--- src/rtl/if_prefetch.sv ---
// Instruction-fetch prefetcher: issues one fetch at a time to instruction memory and
// queues returned {pc, instruction} pairs in a circular buffer for the decode stage.
module if_prefetch #(
  parameter int unsigned     XLEN     = 32,
  parameter int unsigned     ILEN     = 32,
  parameter int unsigned     DEPTH    = 4,
  parameter logic [XLEN-1:0] RESET_PC = '0,
  parameter int unsigned     STEP     = 4
) (
  input  logic                       clk,
  input  logic                       reset,
  input  logic                       PCSrc,
  input  logic [XLEN-1:0]            PC_Branch,
  output logic                       imem_req,
  output logic [XLEN-1:0]            imem_addr,
  input  logic                       imem_gnt,
  input  logic                       imem_rvalid,
  input  logic [ILEN-1:0]            imem_rdata,
  output logic                       if_valid,
  input  logic                       if_ready,
  output logic [XLEN-1:0]            PC_IF,
  output logic [ILEN-1:0]            INSTRUCTION_IF,
  output logic [$clog2(DEPTH+1)-1:0] occupancy
);

  localparam int unsigned PW = (DEPTH > 1) ? $clog2(DEPTH) : 1;
  localparam int unsigned OW = $clog2(DEPTH + 1);
  localparam logic [31:0] NOP_WORD = 32'h0000_0013;

  // Handshakes: a fetch is transferred in a cycle where imem_req and imem_gnt are both 1;
  // its response arrives later as a single imem_rvalid pulse. Decode takes the queue head
  // in a cycle where if_valid and if_ready are both 1 and no redirect is requested.
  typedef enum logic [1:0] {
    S_IDLE = 2'd0,
    S_REQ  = 2'd1,
    S_WAIT = 2'd2,
    S_DROP = 2'd3
  } state_t;

  // state is kept as a plainly named register so checkers can bind to it directly.
  state_t          state, state_nxt;
  logic [XLEN-1:0] fetch_pc;
  logic [XLEN-1:0] req_pc;
  logic [PW-1:0]   rd_ptr;
  logic [PW-1:0]   wr_ptr;
  logic [OW-1:0]   occ;
  logic [OW-1:0]   occ_after;
  logic            push;
  logic            pop;
  logic            issue;

  logic [XLEN-1:0] pc_q  [DEPTH];
  logic [ILEN-1:0] ins_q [DEPTH];

  assign if_valid  = (occ != '0);
  assign pop       = if_valid & if_ready & ~PCSrc;
  assign occ_after = occ + OW'(push) - OW'(pop);
  assign occupancy = occ;
  assign imem_addr = fetch_pc;

  always_comb begin
    state_nxt = state;
    imem_req  = 1'b0;
    push      = 1'b0;
    issue     = 1'b0;
    case (state)
      S_IDLE: begin
        if (occ < OW'(DEPTH)) state_nxt = S_REQ;
      end
      S_REQ: begin
        imem_req = ~PCSrc;
        if (imem_gnt && !PCSrc) begin
          issue     = 1'b1;
          state_nxt = S_WAIT;
        end
      end
      S_WAIT: begin
        if (imem_rvalid) begin
          push      = ~PCSrc;
          state_nxt = (occ_after < OW'(DEPTH)) ? S_REQ : S_IDLE;
        end
      end
      S_DROP: begin
        if (imem_rvalid) state_nxt = S_REQ;
      end
      default: state_nxt = S_IDLE;
    endcase
    // A redirect with a response still owed must wait in DROP to swallow it.
    if (PCSrc) begin
      if (!imem_rvalid && (state == S_WAIT || state == S_DROP)) state_nxt = S_DROP;
      else                                                       state_nxt = S_REQ;
    end
  end

  always_ff @(posedge clk) begin
    if (reset) begin
      state    <= S_IDLE;
      fetch_pc <= RESET_PC;
      req_pc   <= '0;
      rd_ptr   <= '0;
      wr_ptr   <= '0;
      occ      <= '0;
    end else begin
      state <= state_nxt;
      if (PCSrc) begin
        fetch_pc <= PC_Branch;
        rd_ptr   <= '0;
        wr_ptr   <= '0;
        occ      <= '0;
      end else begin
        if (issue) begin
          req_pc   <= fetch_pc;
          fetch_pc <= fetch_pc + XLEN'(STEP);
        end
        if (push) wr_ptr <= wr_ptr + PW'(1);
        if (pop)  rd_ptr <= rd_ptr + PW'(1);
        occ <= occ_after;
      end
    end
  end

  always_ff @(posedge clk) begin
    if (push) begin
      pc_q[wr_ptr]  <= req_pc;
      ins_q[wr_ptr] <= imem_rdata;
    end
  end

  assign PC_IF          = if_valid ? pc_q[rd_ptr]  : '0;
  assign INSTRUCTION_IF = if_valid ? ins_q[rd_ptr] : ILEN'(NOP_WORD);

  a_no_push_full: assert property (@(posedge clk) disable iff (reset)
    !(push && occ == OW'(DEPTH)));
  a_no_pop_empty: assert property (@(posedge clk) disable iff (reset)
    !(pop && occ == '0));

endmodule
--- config.mk ---
export PLATFORM = sky130hd
export DESIGN_NAME = if_prefetch
export DESIGN_NICKNAME = d
export VERILOG_FILES = /design/src/rtl/if_prefetch.sv
export SDC_FILE = /design/constraint.sdc
export NUM_CORES = 1
export LEC_CHECK = 0
export ABC_AREA = 1
export BUFFER_PORTS_ARGS = -buffer_cell sky130_fd_sc_hd__buf_4
export CAP_MARGIN = 25
export CORE_ASPECT_RATIO = 1.25
export CORE_MARGIN = 2
export CORE_UTILIZATION = 30
export CTS_CLUSTER_SIZE = 40
export DETAILED_ROUTE_END_ITERATION = 6
export GPL_ROUTABILITY_DRIVEN = 0
export GPL_TIMING_DRIVEN = 0
export HOLD_SLACK_MARGIN = 0.12
export PLACE_DENSITY = 0.52
export SYNTH_ARGS = -nofsm -noshare
export SYNTH_HDL_FRONTEND = slang
export SYNTH_SLANG_ARGS = --single-unit
--- constraint.sdc ---
create_clock -name clk -period 5.1 [get_ports clk]
set_clock_uncertainty 0.1 [all_clocks]
set_input_delay 1.53 -clock clk [delete_from_list [all_inputs] [get_ports clk]]
set_output_delay 1.53 -clock clk [all_outputs]
set_load 0.02 [all_outputs]
==> results of run 1 <==
[through the flow]
step / utilization, % / setup slack (ns)
global placement: 34.8 / -2.76
global route: 38.0 / 0.478
CTS: 38.0 / 0.539
finish: 38.0 / 0.657
detailed placement: 35.4 / 0.935
floorplan: - / -0.0642
[worst register-to-register path, stage by stage, from the launching register on]
cell and delay [ns]:
dfxtp_1 0.37, nor3_2 0.77, nor3_1 0.10, ha_1 0.30
inv_1 0.05, ha_1 0.13, inv_1 0.04, fa_1 0.37
xor2_1 0.17, xor2_1 0.21, nand3_1 0.09, nand2_1 0.07
a21oi_1 0.05
[worst paths after layout]
check / to / cells past startpoint
worst max-delay path: PC_IF[17] / 5
worst min register to register: flop / 2
worst min-delay path: flop / 2
worst max register to register: state[0]$_SDFFE_PP0P_ / 12
[routing by layer]
layer | global-route usage (%) | vias to the layer above
met5 | 0 | -
met4 | 5.25 | 0
met3 | 2.35 | 59
met2 | 28.9 | 251
met1 | 20.5 | 4779
li1 | - | 4953
[cell families (layout without fill, tap and decap cells)]
kind of cell	after synthesis	in the layout
buffers and inverters	141	383
adders and majority gates	8	8
AOI/OAI and AO/OA	273	273
DFF	331	331
and+or+nand+nor	557	557
xor gates and xnor gates	9	9
[layout by cell type (no fill, tap or decap), types with 2 or more instances in the layout]
cell type	instances
nand3_1	33
a31oi_1	12
nor2_4	9
o21ai_1	8
xnor2_1	3
clkbuf_16	36
ha_1	7
buf_12	7
nor2_1	350
a21oi_1	84
inv_1	65
nand2_2	5
buf_6	3
nand2_1	128
buf_1	4
clkinvlp_4	2
clkbuf_1	40
buf_4	171
bufinv_16	4
clkinv_2	9
nor3_1	11
nand4_1	6
o21ai_0	156
nor2_2	3
o311ai_0	3
nor2_8	2
inv_2	6
buf_16	4
edfxtp_1	256
clkinv_1	5
nand3b_1	4
xor2_1	6
a211oi_1	8
buf_2	23
dfxtp_1	75
[sequential cells by signal, indices dropped and copies added (netlist names), named ones only]
register and cells:
occupancy 3, rd_ptr 2, req_pc 32, state 2
wr_ptr 2, ins_q 128, pc_q 128, imem_addr 32
[cell type report]
| cell class | instances | area [sq um] |
|---|---|---|
| fill | 4522 | 28000 |
| tap | 578 | 723 |
| clock buffer | 39 | 922 |
| timing repair buffer | 181 | 1530 |
| multi-input combinational | 847 | 3940 |
| clock inverter | 22 | 224 |
| buffer | 69 | 310 |
| inverter | 72 | 273 |
| sequential | 331 | 9190 |
[power by group]
group / total, uW / internal, uW / switching [uW]
Sequential: 3000 / 2940 / 50.5
Clock: 2550 / 1510 / 1050
Combinational: 286 / 113 / 173
Total: 5830 / 4570 / 1270
==> impl_results.md, run 1 <==
* Setup TNS at 0 ns
* Dpl cells at 2078
* Met2 wire length at 19.6 mm
* Nets at 1616
* Worst r2r src: occupancy[2]$_SDFF_PP0_
* Cell chain of the critical path: nor3_2, buf_6, clkbuf_1, a21oi_1, buf_4
* Mapped Nets at approximately 1400
* Congestion Overflow GR at 0
* Initial Util at 30.4%
* Layout Cells excl Fill at 2139
* Die area at 47300 sq um
* Share of cells above drive strength 1 at 18.7%
* Drt via density at 4.69
* Max layer used: met4
* Kind of end point of the critical path: primary output
* Antenna-violating nets left at 0
* RSZ-0062 raised after global routing: no
* Setup violations, final at 0
* Residual DRC count at 0
* Fin Hold WS at 0.379 ns
* Buffers on Ports at 169
* Global Route Usage Sum at 16.3%
* Tot Pwr at about 5800 uW
* Max frequency at approximately 230 MHz
* Commonest cells in the synthesized netlist: nor2_1, edfxtp_1, o21ai_0
* Area fraction in compound gates after synthesis at about a tenth
* Max transition margin at 39.1%
* Top delay family on crit path: buffers and inverters
* Die X at 195 um
* Synthesized area at 13700 sq um
* Worst Tran Pin Value at 0.909 ns
* Dpl hpwl at 27.3 mm
* Placed Area at ~16000 sq um
* Clk_lat worst skew at 0.53 ns
* Met3 wire len at 1.61 mm
* Critical path class: reg -> out
* Max Slew Vio Count at 0
* Yosys warns at 0
* Arrival time at the worst endpoint at 2.81 ns
* CTS root buf: clkbuf_16
* Critical Path RT at 3.47 ns
* Leakage power at 0.00638 uW
* Post-CTS sizing at 0
* Mux cell area share after synthesis at 0%
* Buf/Inv on CP at 3
* Top cell type's share of synthesized area at a little under three fifths
* Fraction of registers with async set/reset at 0%
* Area delta synth->final at 25.1%
* Post-Synth XOR/XNOR Area at 0.576%
* Top cells by area, synth: edfxtp_1, dfxtp_1, nor2_1
* Adder-cell area share of the yosys netlist at 0.787%
* Die height at between 200 and 250 um
* DRT iter0 DRCs at 487
* First-pass GRT wire length at 59.3 mm
* Final period util at 87.1%
* Ant. Diodes at 0
* Synthesis-stage register bit count at about 330
* CP max stage cell: nor3_2
* Max Cap Viol at 0
* Largest family of logic cells by synthesized area: simple AND/OR/NAND/NOR gates
* Crit-path max FO at 10
* Avg WL per Cell at 18.2 um
* HP Class: reg -> reg
* Inserted Clock Buffers at 36
* Largest net degree at the start of global routing at 28
* Avg Synthesized Cell Area at 10.4 sq um
* Drt first pass iters at 4
* Clock buffer depth at 3
* R2R Setup Slk at 2.12 ns
* Row count at 87
* DR vias at 10042
* Post-CTS setup buffer count at 0
* CP Launch Point: occupancy[2]$_SDFF_PP0_
* CTS tree: yes
* Initial antenna violation count at 0
* EDFF count, synth at 256
* Status: complete, no violations
* Number of global-route vias before repair at ~10000
* M1 WL at 16.7 mm
* Count leader, synth: nor2_1
* Synth cell types at 38
* Worst IR Drop VDD at 0.221 mV
* Pwr/cell area at 341 nW/um^2
* CTS H-tree depth at 2
* TritonCTS Sinks at 331
* DRT Wirelength at 39.0 mm
* Post-layout min period at 4.44 ns
* Cell taking the most area after synthesis: edfxtp_1
* CTS clock-pin slew for the worst setup and hold paths at 0.06 ns
* Synth Area in Simple Gates at 16.8%
* Core area at 45100 sq um
* CP Launch Type: flop
* Worst stage delay on the critical path at 0.77 ns
* Top FF cell, synth: edfxtp_1
* Syn Inst Count at 1319
* Hold-fix buffers, CTS at 0
* # IOs at roughly 170
* Seq/Total Area, Yosys at 67.2%
* Design Area, Final at 17100 sq um
* Min-delay src: rd_ptr[1]$_SDFFE_PP0P_
* Count of final hold-check violations at 0
Note: power is estimated with default switching activity, not from simulation.
==> run 2, diff against run 1 <==
RECOVER_POWER = 25   (was default)
==> impl_results.md, run 2 (synthesis gave the netlist of run 1 again) <==
* Count of final hold-check violations at 0
* Dpl hpwl at around 27 mm
* Avg WL per Cell at 18.2 um
* Number of global-route vias before repair at slightly below 10000
* CP Launch Type: flop
* Most frequent cells in the layout: nor2_1, edfxtp_1, o21ai_0, buf_4, nand2_1
* Worst stage delay on the critical path at a little under 0.8 ns
* CTS tree: yes
* Initial Util at between 30 and 40%
* Setup violations, final at 0
* R2R Setup Slk at between 2 and 2.5 ns
* Initial antenna violation count at 0
* # IOs at 171
* CTS H-tree depth at 2
* Antenna-violating nets left at 0
* Most common cell after layout, fill and taps aside: nor2_1
* Critical path class: reg -> out
* Drt via density at 4.71
* Clock buffer depth at 3
* Drt first pass iters at 5
* Arrival time at the worst endpoint at 2.83 ns
* Buf/Inv on CP at 3
* HP Class: reg -> reg
* Top delay family on crit path: buffers and inverters
* Pwr/cell area at 342 nW/um^2
* TritonCTS Sinks at approximately 330
* Max Slew Vio Count at 0
* Tot Pwr at 5830 uW
* Die area at 47300 sq um
* Crit-path max FO at 10
* Post-Route Utilization at between 30% and 40%
* DR vias at 10069
* Share of cells above drive strength 1 at 17.7%
* Final-layout fill cell count at between 4000 and 5000
* Post-layout min period at 4.46 ns
* DRT iter0 DRCs at roughly 480
* DRT Wirelength at 39.0 mm
* Max frequency at around 220 MHz
* Core area at between 40000 and 50000 sq um
* Post-CTS sizing at 0
* Congestion Overflow GR at 0
* Fin Hold WS at 0.379 ns
* Worst Tran Pin Value at 0.924 ns
* Max transition margin at 38.1%
* Worst IR Drop VDD at between 0.2 and 0.25 mV
* Post-CTS setup buffer count at 0
* Ant. Diodes at 0
* Status: complete, no violations
* CTS root buf: clkbuf_16
* Clk_lat worst skew at between 0.5 and 0.6 ns
* RSZ-0062 raised after global routing: no
* Inserted Clock Buffers at 36
* Nets at ~1600
* Placed Area at 16000 sq um
* Area delta synth->final at 24.7%
* Row count at 87
* Kind of end point of the critical path: primary output
* Die height at 243 um
* CP max stage cell: nor3_2
* Leakage power at between 0.006 and 0.007 uW
* CTS clock-pin slew for the worst setup and hold paths at 0.06 ns
* Largest net degree at the start of global routing at 28
* Buffers on Ports at 169
* Max Cap Viol at 0
* First-pass GRT wire length at 59.3 mm
* Final period util at a little under 90%
* Cell chain of the critical path: nor3_2, buf_6, clkbuf_1, a21oi_1, buf_4
* Die X at between 150 and 200 um
* Top Registers: ins_q x128, pc_q x128
* Residual DRC count at 0
* Design Area, Final at between 15000 and 20000 sq um
* Hold-fix buffers, CTS at 0
* Critical Path RT at 3.47 ns
* Global Route Usage Sum at between 10% and 20%
-- run 2: area by class of cell --
type	count	area [sq um]	share of cell area [%]
plain buffers	69	310	1.82
well taps	578	723	4.24
repair buffers	181	1470	8.64
clock buffers	39	922	5.41
inverters	72	273	1.60
multi-input cells	847	3940	23.1
flip-flops and latches	331	9190	53.9
clock inverters	22	224	1.31
-- run 2: through the flow --
| stage | TNS, ns | instances | setup slack [ns] |
|---|---|---|---|
| 2_1_floorplan | -16.43 | 1319 | -0.0642 |
| 3_3_place_gp | -684.50 | 2066 | -2.76 |
| 3_5_place_dp | 0 | 2078 | 0.935 |
| 4_1_cts | 0 | 2139 | 0.539 |
| 5_1_grt | 0 | 2139 | 0.478 |
| 6_report | 0 | 2139 | 0.639 |
-- run 2: power breakdown --
part           leakage, uW  switching, uW  internal [uW]  total (uW)
clock network     0.000564           1050           1510        2550
logic              0.00295            173            108         281
registers          0.00281           50.3           2940        3000
total              0.00633           1270           4560        5830
-- run 2: final timing paths --
path / end / depth (start not counted) / from
setup / recovery: PC_IF[17] / 5 / occupancy[2]$_SDFF_PP0_
setup reg to reg: state[0]$_SDFFE_PP0P_ / 12 / occupancy[2]$_SDFF_PP0_
hold / removal: flop / 2 / rd_ptr[1]$_SDFFE_PP0P_
hold reg to reg: flop / 2 / rd_ptr[1]$_SDFFE_PP0P_
-- run 2: metal layers --
metal  share of wire [%]  GRT usage [%]  vias up
met4                 2.6           5.25        0
met1                  43           20.5     4797
met2                  50           28.9      261
met5                   0              0        -
met3                 4.4           2.35       61
li1                    -              -     4950
-- run 2: tightest hold or removal path, cell delays in order (launching register included) --
cell and delay [ns]:
dfxtp_1 0.30, inv_1 0.06, a21oi_1 0.07
==> run 3, diff against run 2 <==
PLACE_DENSITY = 0.51   (was 0.52)
clock period = 4.2 ns   (was 5.1 ns; I/O delays follow)
==> impl_results.md, run 3 (synthesis gave the netlist of run 1 again) <==
* Status: complete, no violations
* Hold-fix buffers, CTS at 0
* Cell chain of the critical path: nor3_4, clkbuf_1, a21oi_1, buf_4
* Drt via density at 4.67
* Number of global-route vias before repair at 9951
* Area delta synth->final at 24.5%
* Drt first pass iters at 5
* Congestion Overflow GR at 0
* Residual DRC count at 0
* Worst IR Drop VDD at 0.269 mV
* Max transition margin at 35.5%
* Arrival time at the worst endpoint at 2.56 ns
* Max Cap Viol at 0
* Worst r2r src: occupancy[2]$_SDFF_PP0_
* CP Launch Type: flop
* Clk pwr share at 44.3%
* CP max stage cell: nor3_4
* Most common cell after layout, fill and taps aside: nor2_1
* Dpl hpwl at 26.8 mm
* Top delay family on crit path: buffers and inverters
* Die area at between 40000 and 50000 sq um
* Count of final hold-check violations at 0
* Initial antenna violation count at 0
* Clk_lat worst skew at between 0.5 and 0.6 ns
* Avg WL per Cell at 18.2 um
* DR vias at 9998
* CTS clock-pin slew for the worst setup and hold paths at 0.06 ns
* Final setup margin at 0.283 ns
* R2R Path End: state[0]$_SDFFE_PP0P_
* Nets at about 1600
* Kind of end point of the critical path: primary output
* Final period util at between 90% and 100%
* RSZ-0062 raised after global routing: no
* Row count at 87
* Post-CTS setup buffer count at 0
* Leakage power at 0.00632 uW
* Die height at 243 um
* Critical Path RT at roughly 2.8 ns
* DRT iter0 DRCs at 593
* Reg2Reg Depth at 12
* Antenna-violating nets left at 0
* R2R Setup Slk at roughly 1.3 ns
* Internal power at roughly 5600 uW
* Min-delay src: rd_ptr[1]$_SDFFE_PP0P_
* CTS tree: yes
* Post-CTS sizing at 0
* Initial Util at 30.4%
* CP Launch Point: occupancy[2]$_SDFF_PP0_
* Clock buffer depth at 3
* Top Registers: ins_q x128, pc_q x128
* Critical path class: reg -> out
* CTS H-tree depth at 2
* Crit-path max FO at 10
* Global Route Usage Sum at around 16%
* Worst Tran Pin Value at 0.965 ns
* Largest net degree at the start of global routing at 27
* Setup violations, final at 0
* Buffers on Ports at about 170
* Setup TNS at 0 ns
* Hold Path Stages at 2
* Buf/Inv on CP at 2
* Worst stage delay on the critical path at 0.69 ns
* Sw frac at between 20% and 30%
* First-pass GRT wire length at 59.3 mm
* DRT Wirelength at 38.9 mm
* Combinational share of power at 4.8%
* Inserted Clock Buffers at 37
* Most frequent cells in the layout: nor2_1, edfxtp_1, buf_4
* Core area at 45100 sq um
* Share of cells above drive strength 1 at 17.6%
* Pwr/cell area at 420 nW/um^2
* CTS root buf: clkbuf_16
* Die X at 195 um
* Sequential power share at 50.9%
* Max frequency at 255 MHz
* Max Slew Vio Count at 0
* HP Class: reg -> reg
* # IOs at approximately 170
* Dpl ws at 0.301 ns
* Ant. Diodes at 0
* Sw power at 1560 uW
* TritonCTS Sinks at 331
* Post-layout min period at 3.92 ns
## run 3: power groups by stage
stage	sequential (uW)	clock [uW]	combinational (uW)
floorplan	3710	0	158
CTS	3640	3250	352
detailed placement	3710	0	351
global route	3640	3380	378
finish	3640	3170	341
global placement	3710	0	344
## run 3: worst max path at each step
stage	endpoint	depth (start not counted)
6_report	PC_IF[10]	4
2_1_floorplan	ins_q[0][0]$_DFFE_PP_	4
5_1_grt	PC_IF[17]	6
4_1_cts	PC_IF[17]	4
3_5_place_dp	state[0]$_SDFFE_PP0P_	13
3_3_place_gp	ins_q[1][7]$_DFFE_PP_	4
## run 3: per-stage QoR
stage	hold slack, ns	std cells	cell area, sq um	utilization, %	total power [uW]
after floorplan	0.336	1319	13700	-	3870
after global placement	0.355	2066	15700	34.8	4050
after detailed placement	0.365	2074	15900	35.2	4060
after CTS	0.377	2139	17100	37.9	7240
after global routing	0.411	2139	17000	37.8	7400
final	0.377	2139	17000	37.8	7150
## run 3: cell type report
type	instances	area, sq um
fillers	4561	28000
flip-flops and latches	331	9190
multi-input cells	847	3940
repair buffers	177	1390
clock buffers	48	1050
well taps	578	723
plain buffers	69	310
inverters	72	273
clock inverters	17	145
## run 3: metal layers
layer / track usage, % / wire length (um) / share of wire (%)
met5: 0 / 0 / 0
met4: 4.11 / 628 / 1.6
met3: 2.50 / 1860 / 4.8
met2: 29.1 / 19700 / 51
met1: 20.6 / 16600 / 43
## run 3: worst min-delay path: stages, from the launching register on
cell,delay (ns)
dfxtp_1,0.30
inv_1,0.06
a21oi_1,0.07
